[src/rtl/mips_pkg.sv]
// Shared definitions for the MIPS program loader: command codes, header
// field positions and loader state encodings.
package mips_pkg;

    localparam logic [1:0] CMD_LOAD_IM = 2'b00;
    localparam logic [1:0] CMD_LOAD_DM = 2'b01;
    localparam logic [1:0] CMD_START   = 2'b11;

    localparam int CMD_HI  = 31;
    localparam int CMD_LO  = 30;
    localparam int BASE_HI = 29;
    localparam int BASE_LO = 16;
    localparam int CNT_HI  = 13;
    localparam int CNT_LO  = 0;

    localparam int HDR_AW = 14;

    typedef logic [1:0] loader_state_t;

    localparam loader_state_t ST_IDLE = 2'd0;
    localparam loader_state_t ST_LOAD = 2'd1;
    localparam loader_state_t ST_RUN  = 2'd2;
    localparam loader_state_t ST_HALT = 2'd3;

endpackage

[src/rtl/mips_loader_run_timer.sv]
// Saturating 16-bit run-cycle counter; expired flags the last budgeted
// cycle while counting.
module run_timer
    import mips_pkg::*;
#(
    parameter int MAX_RUN = 115
) (
    input  logic        clk,
    input  logic        reset,
    input  logic        en,
    input  logic        clr,
    output logic [15:0] count,
    output logic        expired
);

    localparam logic [16:0] LAST = 17'(MAX_RUN - 1);

    always_ff @(posedge clk or posedge reset) begin
        if (reset) begin
            count <= '0;
        end else if (clr) begin
            count <= '0;
        end else if (en && (count != 16'hFFFF)) begin
            count <= count + 16'd1;
        end
    end

    assign expired = en && ({1'b0, count} == LAST);

endmodule

[src/rtl/mips_loader.sv]
// Program loader and run controller: parses a header/payload word stream into
// instruction/data memory writes, then runs the core until halt or budget.
module mips_loader
    import mips_pkg::*;
#(
    parameter int DATA_W   = 32,
    parameter int IM_DEPTH = 1024,
    parameter int DM_DEPTH = 1024,
    parameter int MAX_RUN  = 115,
    parameter int IM_AW    = $clog2(IM_DEPTH),
    parameter int DM_AW    = $clog2(DM_DEPTH)
) (
    input  logic              clk,
    input  logic              reset,
    input  logic              in_valid,
    input  logic [DATA_W-1:0] in_data,
    output logic              in_ready,
    input  logic              cpu_halt,
    output logic              im_we,
    output logic [IM_AW-1:0]  im_addr,
    output logic [DATA_W-1:0] im_wdata,
    output logic              dm_we,
    output logic [DM_AW-1:0]  dm_addr,
    output logic [DATA_W-1:0] dm_wdata,
    output logic              cpu_reset,
    output logic              running,
    output logic              done,
    output logic              timeout,
    output logic              err,
    output logic [15:0]       cycle_count
);

    // One extra address bit so base+i past the 14-bit space stays out of range
    localparam logic [HDR_AW:0] IM_LIM = (HDR_AW + 1)'(IM_DEPTH);
    localparam logic [HDR_AW:0] DM_LIM = (HDR_AW + 1)'(DM_DEPTH);

    loader_state_t     state;
    logic              target_dm;
    logic [HDR_AW:0]   addr;
    logic [HDR_AW-1:0] remain;
    logic              xfer;
    logic [1:0]        cmd;
    logic              start_acc;
    logic              run_en;
    logic              expired;

    assign in_ready  = !reset && ((state == ST_IDLE) || (state == ST_LOAD));
    assign xfer      = in_valid && in_ready;
    assign cmd       = in_data[CMD_HI:CMD_LO];
    assign start_acc = xfer && (state == ST_IDLE) && (cmd == CMD_START);
    assign run_en    = (state == ST_RUN);

    assign cpu_reset = (state != ST_RUN);
    assign running   = (state == ST_RUN);
    assign done      = (state == ST_HALT);

    run_timer #(
        .MAX_RUN(MAX_RUN)
    ) u_timer (
        .clk    (clk),
        .reset  (reset),
        .en     (run_en),
        .clr    (start_acc),
        .count  (cycle_count),
        .expired(expired)
    );

    always_ff @(posedge clk or posedge reset) begin
        if (reset) begin
            state     <= ST_IDLE;
            target_dm <= 1'b0;
            addr      <= '0;
            remain    <= '0;
            im_we     <= 1'b0;
            im_addr   <= '0;
            im_wdata  <= '0;
            dm_we     <= 1'b0;
            dm_addr   <= '0;
            dm_wdata  <= '0;
            timeout   <= 1'b0;
            err       <= 1'b0;
        end else begin
            im_we <= 1'b0;
            dm_we <= 1'b0;
            case (state)
                ST_IDLE: begin
                    if (xfer) begin
                        if ((cmd == CMD_LOAD_IM) || (cmd == CMD_LOAD_DM)) begin
                            target_dm <= (cmd == CMD_LOAD_DM);
                            addr      <= {1'b0, in_data[BASE_HI:BASE_LO]};
                            remain    <= in_data[CNT_HI:CNT_LO];
                            state     <= ST_LOAD;
                        end else if (cmd == CMD_START) begin
                            state <= ST_RUN;
                        end else begin
                            err <= 1'b1;
                        end
                    end
                end
                ST_LOAD: begin
                    if (xfer) begin
                        // Out-of-range words are still consumed; only the strobe is withheld
                        if (target_dm) begin
                            if (addr < DM_LIM) begin
                                dm_we    <= 1'b1;
                                dm_addr  <= addr[DM_AW-1:0];
                                dm_wdata <= in_data;
                            end else begin
                                err <= 1'b1;
                            end
                        end else begin
                            if (addr < IM_LIM) begin
                                im_we    <= 1'b1;
                                im_addr  <= addr[IM_AW-1:0];
                                im_wdata <= in_data;
                            end else begin
                                err <= 1'b1;
                            end
                        end
                        addr   <= addr + 1'b1;
                        remain <= remain - 1'b1;
                        if (remain == '0) begin
                            state <= ST_IDLE;
                        end
                    end
                end
                ST_RUN: begin
                    // A halt coinciding with budget exhaustion is reported as a halt
                    if (cpu_halt || expired) begin
                        state <= ST_HALT;
                        if (!cpu_halt) begin
                            timeout <= 1'b1;
                        end
                    end
                end
                default: begin
                    state <= ST_HALT;
                end
            endcase
        end
    end

endmodule

[config.mk]
export PLATFORM = sky130hd
export DESIGN_NAME = mips_loader
export DESIGN_NICKNAME = d
export VERILOG_FILES = /design/src/rtl/mips_pkg.sv /design/src/rtl/mips_loader_run_timer.sv /design/src/rtl/mips_loader.sv
export SDC_FILE = /design/constraint.sdc
export NUM_CORES = 1
export LEC_CHECK = 0
export ABC_AREA = 1
export BUFFER_PORTS_ARGS = -buffer_cell sky130_fd_sc_hd__buf_2
export CORE_MARGIN = 3
export CORE_UTILIZATION = 47
export CTS_CLUSTER_DIAMETER = 100
export CTS_CLUSTER_SIZE = 30
export DETAILED_ROUTE_END_ITERATION = 10
export GPL_TIMING_DRIVEN = 0
export PLACE_DENSITY = 0.8
export SYNTH_ARGS = -nofsm -noshare
export SYNTH_HDL_FRONTEND = slang
export SYNTH_SLANG_ARGS = --single-unit
[constraint.sdc]
create_clock -name clk -period 10.51 [get_ports clk]
set_clock_uncertainty 0.15 [all_clocks]
set_input_delay 1.051 -clock clk [delete_from_list [all_inputs] [get_ports clk]]
set_output_delay 1.051 -clock clk [all_outputs]
set_load 0.01 [all_outputs]
==> results.sh <==
export IMPL_report_final_hold_viol_count=0
export IMPL_syn_nets=829
export IMPL_insertedDiodeCount=0
export IMPL_critPathMaxFanout=7
export IMPL_synth_distinct_cells=36
export IMPL_grt_pass1_wl_um=29200
export IMPL_hpwlAfterDp_um=12900
export IMPL_synthCells=788
export IMPL_crit_arrival_ns=1.52
export IMPL_maxSlewViolCount=0
export IMPL_setup_viol=0
export IMPL_drtIter0Drc=549
export IMPL_rr_startpoint="addr[1]"
export IMPL_io_pins=144
export IMPL_rows=42
export IMPL_tns_ns=0
export IMPL_die_width_um=125
export IMPL_crit_end="running"
export IMPL_cts_resized=0
export IMPL_rrSetupSlack_ns=8.70
export IMPL_startpoint="state[1]"
export IMPL_final_area_sq_um=8250
export IMPL_r2r_cells=8
export IMPL_p_total_mw=1.19
export IMPL_avgRoutedWirePerCell_um=15.7
export IMPL_worst_hold_path_type="register to register"
export IMPL_area_growth_syn_to_layout_pct=23.4
export IMPL_max_cap_violations=0
export IMPL_synth_top_area_frac=0.509
export IMPL_cts_hold_buffers=0
export IMPL_start_kind="register"
export IMPL_synthesis_area_sq_um=6680
export IMPL_insertion_delay_ns=0.42
export IMPL_grt_ovfl_total=0
export IMPL_drt_pre_antenna_iters=5
export IMPL_drt_wl_total_um=17900
export IMPL_grt_max_degree=97
export IMPL_syn_avg_cell_area_sq_um=8.48
export IMPL_yosys_warnings=0
export IMPL_ys_ff_latch=136
export IMPL_fin_nets=992
export IMPL_h_tree_depth=4
export IMPL_cts_tree="built"
export IMPL_end_kind="output port"
export IMPL_fin_crit_sh=0.258
export IMPL_yosys_area_top_type="dfrtp_1"
export IMPL_seqCellArea_sq_um=3400
export IMPL_status="completed"
export IMPL_drc=0
export IMPL_fmax_ghz=0.368
export IMPL_vias_per_cell=5.31
export IMPL_start_util=0.493
export IMPL_post_cts_buffers=0
export IMPL_gp_congestion=0.931
export IMPL_synth_seq_area_share=0.509
export IMPL_path_cells="nand2_1 -> inv_1 -> buf_2"
export IMPL_cts_buffer_depth=2
export IMPL_grt_pass1_vias=5692
export IMPL_cts_sinks=136
export IMPL_die_area_sq_um=15700
export IMPL_crit_type="register to output port"
export IMPL_synth_ff_type="dfrtp_1"
export IMPL_synth_area_leaders="dfrtp_1 51%, nand2_1 12%, inv_1 4.3%"
export IMPL_io_buffers=143
export IMPL_max_stage_delay_ns=0.55
export IMPL_synth_edf_count=0
export IMPL_die_h_um=125
export IMPL_cts_made_buffers=17
export IMPL_multi_input_area_sq_um=2680
export IMPL_root_buffer="clkbuf_16"
export IMPL_core_sq_um=13600
export IMPL_track_usage=0.231
export IMPL_powerDensity_nw_per_um2=144
export IMPL_timing_rr_end="addr[14]"
export IMPL_period_minus_slack_ns=2.72
export IMPL_peakVddDrop_mv=0.0909
export IMPL_antenna_found_initial=0
export IMPL_ys_async_sr_fraction=1.00
export IMPL_n_fill_cell=1184
export IMPL_cpMaxStageDelayCell="dfrtp_1"
export IMPL_required_ns=9.31
export IMPL_rsz0062_at_grt="false"
export IMPL_worst_pin_slew_ns=0.518
export IMPL_dpl_instance_area_sq_um=7650
export IMPL_clk_pin_slew_ns=0.06
export IMPL_num_vias=6051
export IMPL_slew_headroom=0.654
export IMPL_drive_above_1_share=0.260
export IMPL_ant_nets=0
export IMPL_leakagePower_nw=4.43
[kinds of logic after synthesis]
kind of cell	Yosys count	share of synthesized area
AND/OR/NAND/NOR	353	0.229
AO/OA/AOI/OAI	166	0.145
flip-flops	136	0.509
buffers and inverters	114	0.0899
XOR/XNOR	14	0.0183
adder cells (fa/ha/maj)	5	0.00936
[sequential cells by signal (all words and copies together), names as in the netlist, 2 cells and up]
| register | flops |
|---|---|
| dm_wdata | 32 |
| state | 2 |
| u_timer.count | 16 |
| remain | 14 |
| addr | 15 |
| im_addr | 10 |
| dm_addr | 10 |
| im_wdata | 32 |
[layer usage]
layer / share of wire / global-route usage
met5: 0 / 0
met4: 0.022 / 0.0861
met3: 0.065 / 0.0473
met2: 0.46 / 0.345
met1: 0.46 / 0.334
[area by class of cell]
cell class	instances	share of cell area
buffer	34	0.0349
clock buffer	20	0.0554
clock inverter	12	0.0170
inverter	80	0.0385
multi-input combinational	538	0.325
sequential	136	0.413
tap	176	0.0267
timing repair buffer	144	0.0901
[where the power goes]
| group | total, mW | internal [mW] | switching [mW] |
|---|---|---|---|
| combinational | 0.0522 | 0.0161 | 0.0361 |
| sequential | 0.535 | 0.529 | 0.00615 |
| clock | 0.599 | 0.365 | 0.233 |
[cell usage in the layout, fill, tap and decap left out, types with 4 or more instances in the layout]
cell type	synthesis	layout
nor3_1	4	4
clkbuf_1	3	4
nor2_1	56	56
xor2_1	8	8
o21ai_1	41	41
dfrtp_1	136	136
a21oi_1	27	27
nand3_1	56	56
o211ai_1	5	5
buf_6	19	19
xnor2_1	6	6
buf_2	9	152
o21ai_2	26	26
nand4_1	8	8
nor2_4	4	4
nand2_1	217	217
o21ai_0	56	56
inv_6	1	7
inv_1	76	75
ha_1	5	5
clkbuf_16	0	17
[stage by stage]
step | setup slack (ns) | hold slack [ns] | instances | utilization
2_1_floorplan | 5.67 | 0.313 | 788 | -
3_3_place_gp | 4.03 | 0.297 | 1107 | 0.562
3_5_place_dp | 7.84 | 0.309 | 1108 | 0.564
4_1_cts | 7.78 | 0.324 | 1140 | 0.608
5_1_grt | 7.71 | 0.338 | 1140 | 0.608
6_report | 7.79 | 0.318 | 1140 | 0.608
[critical path, delay by kind of cell, from the launching register on]
kind | cells | cell delay, ns
buffers and inverters | 2 | 0.32
flip-flops | 1 | 0.55
AND/OR/NAND/NOR | 1 | 0.23
[synthesized netlist by cell type, types with 2 or more instances]
cell / number
nand2_1: 217
dfrtp_1: 136
inv_1: 76
nand3_1: 56
nor2_1: 56
o21ai_0: 56
o21ai_1: 41
a21oi_1: 27
o21ai_2: 26
buf_6: 19
buf_2: 9
nand4_1: 8
xor2_1: 8
xnor2_1: 6
ha_1: 5
o211ai_1: 5
nor2_4: 4
nor3_1: 4
a22oi_1: 3
clkbuf_1: 3
o22ai_1: 3
clkbuf_2: 2
inv_2: 2
nand2_2: 2
nand2_4: 2
nand4_4: 2
[worst min-delay path by stage]
stage / cells past startpoint / from / slack [ns] / endpoint
floorplan: 2 / remain[11] / 0.31 / remain[11]
global placement: 1 / err / 0.30 / err
detailed placement: 1 / err / 0.31 / err
CTS: 1 / err / 0.32 / err
global route: 2 / im_wdata[9] / 0.34 / im_wdata[9]
finish: 1 / err / 0.32 / err
(Power assumes the default switching activity.)
